### src/rtl/instr_encoder_pkg.sv
// Constants shared with the core decoder: RV32 opcodes, funct3 codes and the
// command codes understood by the instruction encoder.
package instr_encoder_pkg;

  localparam logic [6:0] OpcodeLui       = 7'b0110111;
  localparam logic [6:0] OpcodeImmediate = 7'b0010011;
  localparam logic [6:0] OpcodeSystem    = 7'b1110011;

  localparam logic [2:0] Funct3Addi   = 3'b000;
  localparam logic [2:0] Funct3Csrrw  = 3'b001;
  localparam logic [2:0] Funct3Csrrs  = 3'b010;
  localparam logic [2:0] Funct3Csrrwi = 3'b101;

  localparam logic [31:0] NopWord    = 32'h0000_0013;
  localparam logic [31:0] EbreakWord = 32'h0010_0073;
  localparam logic [31:0] WfiWord    = 32'h1050_0073;

  typedef enum logic [2:0] {
    EncNop    = 3'd0,
    EncLi     = 3'd1,
    EncCsrr   = 3'd2,
    EncCsrw   = 3'd3,
    EncCsrwi  = 3'd4,
    EncEbreak = 3'd5,
    EncWfi    = 3'd6,
    EncRsvd   = 3'd7
  } enc_op_e;

endpackage

### src/rtl/instr_encoder_wires_pkg.sv
// Bundled request/response views of the instruction encoder interface.
package instr_encoder_wires_pkg;
  import instr_encoder_pkg::*;

  typedef struct packed {
    logic        valid;
    enc_op_e     op;
    logic [4:0]  rd_rs;
    logic [11:0] csr;
    logic [31:0] data;
  } instr_encoder_in_type;

  typedef struct packed {
    logic        valid;
    logic [31:0] instr;
    logic        last;
    logic        err;
  } instr_encoder_out_type;

endpackage

### src/rtl/instr_encoder.sv
// Turns simple commands (NOP, LI, CSR access, EBREAK, WFI) into one or two
// RV32 instruction words streamed out over a valid/ready handshake.
module instr_encoder
  import instr_encoder_pkg::*;
  import instr_encoder_wires_pkg::*;
(
  input  logic        clock,
  input  logic        reset,
  input  logic        req_valid,
  input  logic [2:0]  req_op,
  input  logic [4:0]  req_reg,
  input  logic [11:0] req_csr,
  input  logic [31:0] req_data,
  output logic        req_ready,
  output logic        instr_valid,
  output logic [31:0] instr,
  output logic        instr_last,
  input  logic        instr_ready,
  output logic        err
);

  typedef enum logic [1:0] {StIdle, StEmit1, StEmit2} state_e;

  state_e                state_q;
  instr_encoder_in_type  req;
  instr_encoder_out_type out_q;
  logic [31:0]           word2_q;

  logic [31:0] word1, word2;
  logic        last1, rsvd, accept;
  logic [11:0] li_lo;
  logic [19:0] li_hi;
  logic        li_fits;

  function automatic logic [31:0] enc_i(input logic [11:0] imm, input logic [4:0] rs1,
                                        input logic [2:0] f3, input logic [4:0] rd,
                                        input logic [6:0] opc);
    return {imm, rs1, f3, rd, opc};
  endfunction

  function automatic logic [31:0] enc_u(input logic [19:0] imm, input logic [4:0] rd,
                                        input logic [6:0] opc);
    return {imm, rd, opc};
  endfunction

  assign req = '{valid: req_valid, op: enc_op_e'(req_op), rd_rs: req_reg, csr: req_csr,
                 data: req_data};

  assign req_ready = (state_q == StIdle);
  assign accept    = req.valid && req_ready;

  always_comb begin
    // (data + 0x800)[31:12] without a full 32-bit add: carry only from bit 11.
    li_hi   = req.data[31:12] + {19'b0, req.data[11]};
    li_lo   = req.data[11:0];
    li_fits = (&req.data[31:11]) | ~(|req.data[31:11]);
    word1   = NopWord;
    word2   = NopWord;
    last1   = 1'b1;
    rsvd    = 1'b0;
    unique case (req.op)
      EncNop: ;
      EncLi: begin
        if (req.rd_rs != 5'd0) begin
          if (li_fits) begin
            word1 = enc_i(li_lo, 5'd0, Funct3Addi, req.rd_rs, OpcodeImmediate);
          end else begin
            word1 = enc_u(li_hi, req.rd_rs, OpcodeLui);
            word2 = enc_i(li_lo, req.rd_rs, Funct3Addi, req.rd_rs, OpcodeImmediate);
            last1 = (li_lo == 12'd0);
          end
        end
      end
      EncCsrr:   word1 = enc_i(req.csr, 5'd0, Funct3Csrrs, req.rd_rs, OpcodeSystem);
      EncCsrw:   word1 = enc_i(req.csr, req.rd_rs, Funct3Csrrw, 5'd0, OpcodeSystem);
      EncCsrwi:  word1 = enc_i(req.csr, req.data[4:0], Funct3Csrrwi, 5'd0, OpcodeSystem);
      EncEbreak: word1 = EbreakWord;
      EncWfi:    word1 = WfiWord;
      EncRsvd:   rsvd  = 1'b1;
    endcase
  end

  always_ff @(posedge clock or posedge reset) begin
    if (reset) begin
      state_q <= StIdle;
      out_q   <= '0;
      word2_q <= '0;
    end else begin
      out_q.err <= 1'b0;
      unique case (state_q)
        StIdle: begin
          if (accept) begin
            if (rsvd) begin
              out_q.err <= 1'b1;
            end else begin
              state_q     <= StEmit1;
              out_q.valid <= 1'b1;
              out_q.instr <= word1;
              out_q.last  <= last1;
              word2_q     <= word2;
            end
          end
        end
        StEmit1: begin
          if (instr_ready) begin
            if (out_q.last) begin
              state_q     <= StIdle;
              out_q.valid <= 1'b0;
              out_q.instr <= '0;
              out_q.last  <= 1'b0;
            end else begin
              state_q     <= StEmit2;
              out_q.instr <= word2_q;
              out_q.last  <= 1'b1;
            end
          end
        end
        StEmit2: begin
          if (instr_ready) begin
            state_q     <= StIdle;
            out_q.valid <= 1'b0;
            out_q.instr <= '0;
            out_q.last  <= 1'b0;
          end
        end
        default: state_q <= StIdle;
      endcase
    end
  end

  assign instr_valid = out_q.valid;
  assign instr       = out_q.instr;
  assign instr_last  = out_q.last;
  assign err         = out_q.err;

endmodule

### config.mk
export PLATFORM = sky130hd
export DESIGN_NAME = instr_encoder
export DESIGN_NICKNAME = d
export VERILOG_FILES = /design/src/rtl/instr_encoder_pkg.sv /design/src/rtl/instr_encoder_wires_pkg.sv /design/src/rtl/instr_encoder.sv
export SDC_FILE = /design/constraint.sdc
export NUM_CORES = 1
export LEC_CHECK = 0
export BUFFER_PORTS_ARGS = -buffer_cell sky130_fd_sc_hd__clkbuf_2
export CAP_MARGIN = 20
export CORE_UTILIZATION = 55
export DETAILED_ROUTE_END_ITERATION = 10
export GPL_TIMING_DRIVEN = 0
export PLACE_DENSITY_LB_ADDON = 0.2
export SYNTH_ARGS = -nofsm -noshare
export SYNTH_HDL_FRONTEND = slang
export SYNTH_SLANG_ARGS = --single-unit
### constraint.sdc
create_clock -name clock -period 4.2 [get_ports clock]
set_input_delay 0.42 -clock clock [delete_from_list [all_inputs] [get_ports clock]]
set_output_delay 0.42 -clock clock [all_outputs]
set_load 0.1 [all_outputs]
==> metrics.md, run 1 <==
| Metric | Value |
|---|---|
| Final Net Count | 479 |
| RSZ-0062 raised after global routing | false |
| Final ANT Viol Nets | 0 |
| Vias in the first global route | about 2900 |
| # DRC | 0 |
| Number of synthesized register bits | between 50 and 60 |
| Detailed Place HPWL | roughly 7000 um |
| Filler cell count | about 460 |
| Site row count | 27 |
| Layout cell share with drive strength beyond 1 | between 30% and 40% |
| Setup TNS | 0 ns |
| CP required | ~4.4 ns |
| Top FF cell, synth | dfrtp_1 |
| Vias | 3108 |
| Period utilization | about three fifths |
| Register area share after synthesis | ~40% |
| Port Buffers | 88 |
| Final wirelength | around 9000 um |
| Die height | ~78 um |
| Io pins | 92 |
| Hold buffer count at cts | 0 |
| Synth warnings | 0 |
| Max-cap check violation count | 0 |
| Clk buf depth | 2 |
| Worst slew pin tran | between 0.8 and 0.9 ns |
| Largest net degree at the start of global routing | 34 |
| Setup repair bufs after CTS | 0 |
| Final Hold Fails | 0 |
| Total track usage | 30.9% |
| Global-route wire length before repair | 14400 um |
| Max-slew violation count | 0 |
| Die W | about 78 um |
| Worst Hold Class | input port to async pin |
| Post-synth EDFFs | 0 |
| Crit path arrival time | ~2.7 ns |
| Vias per cell | around 6.4 |
| Final Setup Violations | 0 |
| Crit Path Category | register to register |
| Drt pass-1 iters | 6 |
| Avg Inst Size Synth | 10.0 sq um |
| Final worst slack | 1.70 ns |
| Total CTS buffers | 5 |
| Die Footprint | about 0.0061 sq mm |
| Critical path endpoint category | register |
| Clock sink count | 52 |
| Post-synth ARST share | 100% |
| GR Overflow Total | 0 |
| Fmax | around 0.40 GHz |
| Syn Inst Count | 319 |
| Floorplan core area | 0.00557 sq mm |
| WL/cell | approximately 18 um |
| Setup slack at placement | between 1.5 and 2 ns |
| Clock-pin slew on the worst setup and hold paths | approximately 0.090 ns |
| Initial DRC Count | 293 |
| Slew HR | roughly 45% |
| Leakage | ~1.8 nW |
| Cell Area, Synth | 0.00320 sq mm |
| CTS resizes | 0 |
| H-Tree Depth | 2 |
| VDD IR max | just over 0.6 mV |
| Power Density | approximately 630 mW/mm^2 |
| Worst-path maximum fanout | 9 |
| Reg2Reg Depth | 9 |
| Initial Util | ~57% |
| CP startpoint kind | register |
| Max Clock Skew | 0.00328 ns |
| Routability cong. | slightly below 0.9 |
| Outcome | finished, final reports clean |
| CTS tree | done |
| Clock Root Buffer | clkbuf_8 |
| Synthesized Nets | 383 |
| Ant diodes | 0 |
| Clk Latency, worst-skew pair | ~0.31 ns |
| P&R area growth vs syn | 20.0% |
| Min Tclk post-route | ~2.5 ns |
| Synth cell types | between 60 and 70 |
| Initial antenna violation count | 0 |
path summary, 6_finish.rpt:
| kind | start | to | slack (ns) |
|---|---|---|---|
| setup / recovery | state_q[1]$_DFFE_PP0P_ | instr[30]$_DFFE_PP0P_ | 1.70 |
| hold / removal | reset | state_q[1]$_DFFE_PP0P_ | 0.1 |
| setup reg to reg | state_q[1]$_DFFE_PP0P_ | instr[30]$_DFFE_PP0P_ | 1.70 |
| hold reg to reg | instr[6]$_DFFE_PP0P_ | instr[6]$_DFFE_PP0P_ | 0.49 |
| max in group asynchronous | reset | word2_q[18]$_DFFE_PP0P_ | 3.58 |
| min in group clock | req_csr[11] | instr[31]$_DFFE_PP0P_ | 0.35 |
synthesized netlist by cell type (4+ instances only):
master    number  share of area (%)
clkbuf_1       5               0.59
xor2_1         9                2.5
a21oi_1        4               0.62
nor4_1         8                1.6
nor2_1        11                1.3
a22o_1        18                4.9
nand3_1       21                3.3
ha_1           8                3.1
o21ai_0        6               0.94
nor3_1        13                2.0
xnor2_1        7                1.9
o21ai_2        4                1.1
nand4_1        6                1.2
and3_1         7                1.4
nor2b_1        4               0.78
nand2_1       21                2.5
inv_1         10                1.2
a222oi_1       6                1.9
dfrtp_1       52                 41
buf_4          5                1.2
a221oi_2       6                2.8
buf_6          6                2.1
a221o_1        9                2.8
buf_2          5               0.78
o211ai_1       7                1.6
a22oi_1       11                2.6
per-layer routing:
layer | share of wire, % | routed length, um | global-route usage, %
met5 | 0 | 0 | 0
met1 | 42 | 3810 | 40.6
met4 | 1.0 | 93 | 8.33
met2 | 50 | 4500 | 53.9
met3 | 6.8 | 617 | 3.72
cell usage in the layout (no fill, tap or decap), types with 4 or more instances in the layout:
cell,netlist,routed
clkbuf_2,0,88
dfrtp_1,52,52
nand2_1,21,21
nand3_1,21,21
a22o_1,18,18
nor3_1,13,13
nor2_1,11,11
a22oi_1,11,11
inv_1,10,9
a221o_1,9,9
xor2_1,9,9
nor4_1,8,8
ha_1,8,8
o211ai_1,7,7
and3_1,7,7
clkbuf_1,5,7
xnor2_1,7,7
buf_6,6,6
nand4_1,6,6
o21ai_0,6,6
a221oi_2,6,6
a222oi_1,6,6
clkbuf_8,0,6
buf_2,5,5
buf_4,5,5
nor2b_1,4,4
o21ai_2,4,4
a21oi_1,4,4
cells by family (layout without fill, tap and decap cells):
| kind of cell | Yosys count | after routing | share of synthesized area [%] |
|---|---|---|---|
| other | 1 | 1 | 0.117 |
| AO/OA/AOI/OAI | 98 | 98 | 26.3 |
| XOR/XNOR | 16 | 16 | 4.37 |
| adder cells (fa/ha/maj) | 8 | 8 | 3.12 |
| flip-flops | 52 | 52 | 40.6 |
| AND/OR/NAND/NOR | 112 | 112 | 19.6 |
| buffers and inverters | 32 | 129 | 5.94 |
where the power goes:
group	total, mW	leakage, nW	switching (mW)	internal (mW)
combinational	1.42	1.09	1.10	0.320
clock	0.297	0.0455	0.163	0.135
sequential	0.705	0.707	0.0854	0.619
flip-flops by register name, summed over array words and instances (netlist names):
signal,flops
instr_last,1
word2_q,18
state_q,2
err,1
instr,29
instr_valid,1
stage by stage:
step / cells / instance area (sq um) / utilization, % / hold WS, ns / total power [mW]
6_report: 488 / 3840 / 69.0 / 0.0958 / 2.43
5_1_grt: 488 / 3840 / 69.0 / 0.145 / 2.51
4_1_cts: 488 / 3840 / 69.0 / 0.111 / 2.42
3_5_place_dp: 480 / 3750 / 67.4 / 0.440 / 2.13
3_3_place_gp: 479 / 3730 / 67.0 / 0.454 / 2.11
2_1_floorplan: 319 / 3200 / - / 0.436 / 1.85
worst max-delay path: stages (launching register included):
cell and delay (ns):
dfrtp_1 0.41, inv_1 0.12, ha_1 0.28, and4bb_2 0.36
nand2_1 0.10, or2_1 0.25, buf_2 0.19, or2_2 0.30
buf_2 0.21, o21ai_0 0.20
layout make-up:
cell class	count	area (sq um)	share of cell area, %
repair buffers	89	460	12.0
well taps	72	90.1	2.34
clock buffers	8	90.1	2.34
inverters	10	37.5	0.976
plain buffers	22	153	3.97
multi-input cells	235	1710	44.5
flip-flops and latches	52	1300	33.8
No activity file was read; power rests on OpenSTA's default activity.
==> inputs of run 2 (changes only) <==
CORE_UTILIZATION = 47   (was 55)
clock period = 2.3 ns   (was 4.2 ns; I/O delays follow)
==> run 2 against run 1 <==
Against the previous run:
- the run now ends with design-rule violations, negative setup slack left
- non-clock buffer count is 2 higher
- total power is 96% higher
- critical path depth is 1 lower
- final area is 5.8% higher
- worst setup slack worse by 1.7 ns
- sequential power is 86% higher
- critical path type unchanged
- largest power group unchanged
- highest routed layer unchanged
==> metrics.md, run 2 (synthesized netlist as in run 1, its figures left out) <==
| Metric | Value |
|---|---|
| Leakage | 1.90 nW |
| Worst-path maximum fanout | 7 |
| DR top layer | met4 |
| # DRC | 5 |
| Worst Hold Class | input port to register |
| Die height | ~85 um |
| NetSw | roughly 2.6 mW |
| Clk Latency, worst-skew pair | around 0.31 ns |
| Port Buffers | a little under 90 |
| Floorplan core area | 0.00646 sq mm |
| Slew HR | roughly 45% |
| Layout cell share with drive strength beyond 1 | between 30% and 40% |
| Util after Layout | between 60 and 70% |
| Area of the multi-input gates | 0.00184 sq mm |
| Hold path start | req_csr[7] |
| Die W | 84.6 um |
| CP required | 2.50 ns |
| Period utilization | 101% |
| Met2 wire length | between 4000 and 5000 um |
| Crit path arrival time | 2.52 ns |
| CTS tree | done |
| Max-slew violation count | 0 |
| Internal power | around 2.1 mW |
| Ant diodes | 0 |
| Final worst slack | -0.0121 ns |
| Worst slew pin tran | 0.821 ns |
| CP startpoint kind | register |
| Reg area | 0.00130 sq mm |
| Site row count | 29 |
| Clock Power Share | 11.7% |
| Die Footprint | 0.00715 sq mm |
| Outcome | finished with violations |
| VDD IR max | 0.491 mV |
| Commonest non-fill, non-tap cells in the layout | clkbuf_2 (89), dfrtp_1 (52), nand2_1 (21), nand3_1 (21), a22o_1 (18) |
| Register share of total power | between 20% and 30% |
| Fmax | roughly 0.43 GHz |
| Final Net Count | about 480 |
| P&R area growth vs syn | 26.9% |
| Io pins | 92 |
| Commonest non-fill, non-tap cell in the layout | clkbuf_2 |
| H-Tree Depth | 2 |
| Drt pass-1 iters | 9 |
| Routability cong. | just under 0.9 |
| Clock Root Buffer | clkbuf_8 |
| Total track usage | 26.9% |
| RSZ-0062 raised after global routing | true |
| DP Area | roughly 0.0038 sq mm |
| Filler cell count | roughly 550 |
| WL/cell | approximately 19 um |
| Initial antenna violation count | 0 |
| Min Tclk post-route | around 2.3 ns |
| Hold slack | 0.151 ns |
| Global-route wire length before repair | 15200 um |
| Max reg flops | 29 |
| Met3 routed WL | around 650 um |
| Biggest regs | instr x29, word2_q x18, state_q x2 |
| Detailed Place HPWL | just over 7000 um |
| Critical path launch point | state_q[0]$_DFFE_PP0P_ |
| Initial DRC Count | roughly 380 |
| Final Cell Area | between 0.004 and 0.005 sq mm |
| Crit Path Category | register to register |
| Clock-pin slew on the worst setup and hold paths | 0.10 ns |
| Power Density | approximately 1200 mW/mm^2 |
| Vias in the first global route | approximately 3000 |
| Comb power frac | just over 60% |
| Failing checks | design-rule violations, negative setup slack |
| Clock sink count | 52 |
| Final wirelength | approximately 9400 um |
| Pwr Total | approximately 4.7 mW |
| Initial Util | between 40 and 50% |
| Final Hold Fails | 0 |
| Max-cap check violation count | 0 |
| Vias | about 3100 |
| Wire length on met1 | just over 4000 um |
| GR Overflow Total | 0 |
| Critical path endpoint category | register |
| Max Clock Skew | ~0.0058 ns |
| Total CTS buffers | 5 |
| Largest net degree at the start of global routing | 37 |
| Switching Share | between 50% and 60% |
| Biggest register | instr |
| Clk buf depth | 2 |
| Vias per cell | ~6.3 |
| FF-to-FF Start | state_q[0]$_DFFE_PP0P_ |
| Final ANT Viol Nets | 0 |
| Final Setup Violations | 1 |
## run 2: area by class of cell
class / instances / area share, %
multi-input combinational: 235 / 45.4
sequential: 52 / 32.0
timing repair buffer: 94 / 13.2
buffer: 19 / 3.91
tap: 77 / 2.37
clock buffer: 6 / 2.03
inverter: 10 / 0.923
clock inverter: 2 / 0.246
## run 2: stage by stage
| step | TNS (ns) | instances | setup WS [ns] |
|---|---|---|---|
| after global routing | -1.19 | 495 | -0.0901 |
| after global placement | -2.07 | 484 | -0.108 |
| after detailed placement | -2.64 | 485 | -0.134 |
| after CTS | -0.132 | 492 | -0.0308 |
| final | -0.0121 | 495 | -0.0121 |
| after floorplan | -0.221 | 319 | -0.0270 |
## run 2: repair_timing
item | in CTS | in global routing
endpoints found under the hold margin | 16 | 0
resized for setup | 9 | 23
endpoints found under the setup margin | 29 | 29
pin swaps | 2 | 18
hold buffers | 1 | 0
cloned | 0 | 2
buffers inserted | 0 | 2
## run 2: final timing paths
kind | endpoint | slack [ns] | depth (start not counted)
max | instr[15]$_DFFE_PP0P_ | -0.01 | 8
min | instr[27]$_DFFE_PP0P_ | 0.15 | 3
max reg2reg | instr[15]$_DFFE_PP0P_ | -0.01 | 8
min reg2reg | instr[6]$_DFFE_PP0P_ | 0.49 | 1
max in group asynchronous | word2_q[23]$_DFFE_PP0P_ | 1.36 | 4
min in group asynchronous | state_q[1]$_DFFE_PP0P_ | 0.42 | 3
## run 2: metal layers
layer | vias to the layer above | GRT usage [%]
met5 | - | 0
met3 | 16 | 3.44
li1 | 1439 | -
met1 | 1520 | 36.8
met4 | 0 | 8.17
met2 | 148 | 44.8
## run 2: power by group through the flow
stage	clock network (mW)	logic [mW]	registers (mW)
finish	0.555	2.89	1.31
global route	0.589	3.01	1.33
CTS	0.555	2.65	1.30
detailed placement	0	2.63	1.31
global placement	0	2.60	1.30
floorplan	0	1.01	2.41
## run 2: critical path: stages (launching register included)
cell and delay [ns]:
dfrtp_1 0.40, inv_2 0.08, ha_2 0.21, o21ba_4 0.23, or4_4 0.57, buf_8 0.19, buf_12 0.14, a221oi_4 0.29
o21ai_2 0.09
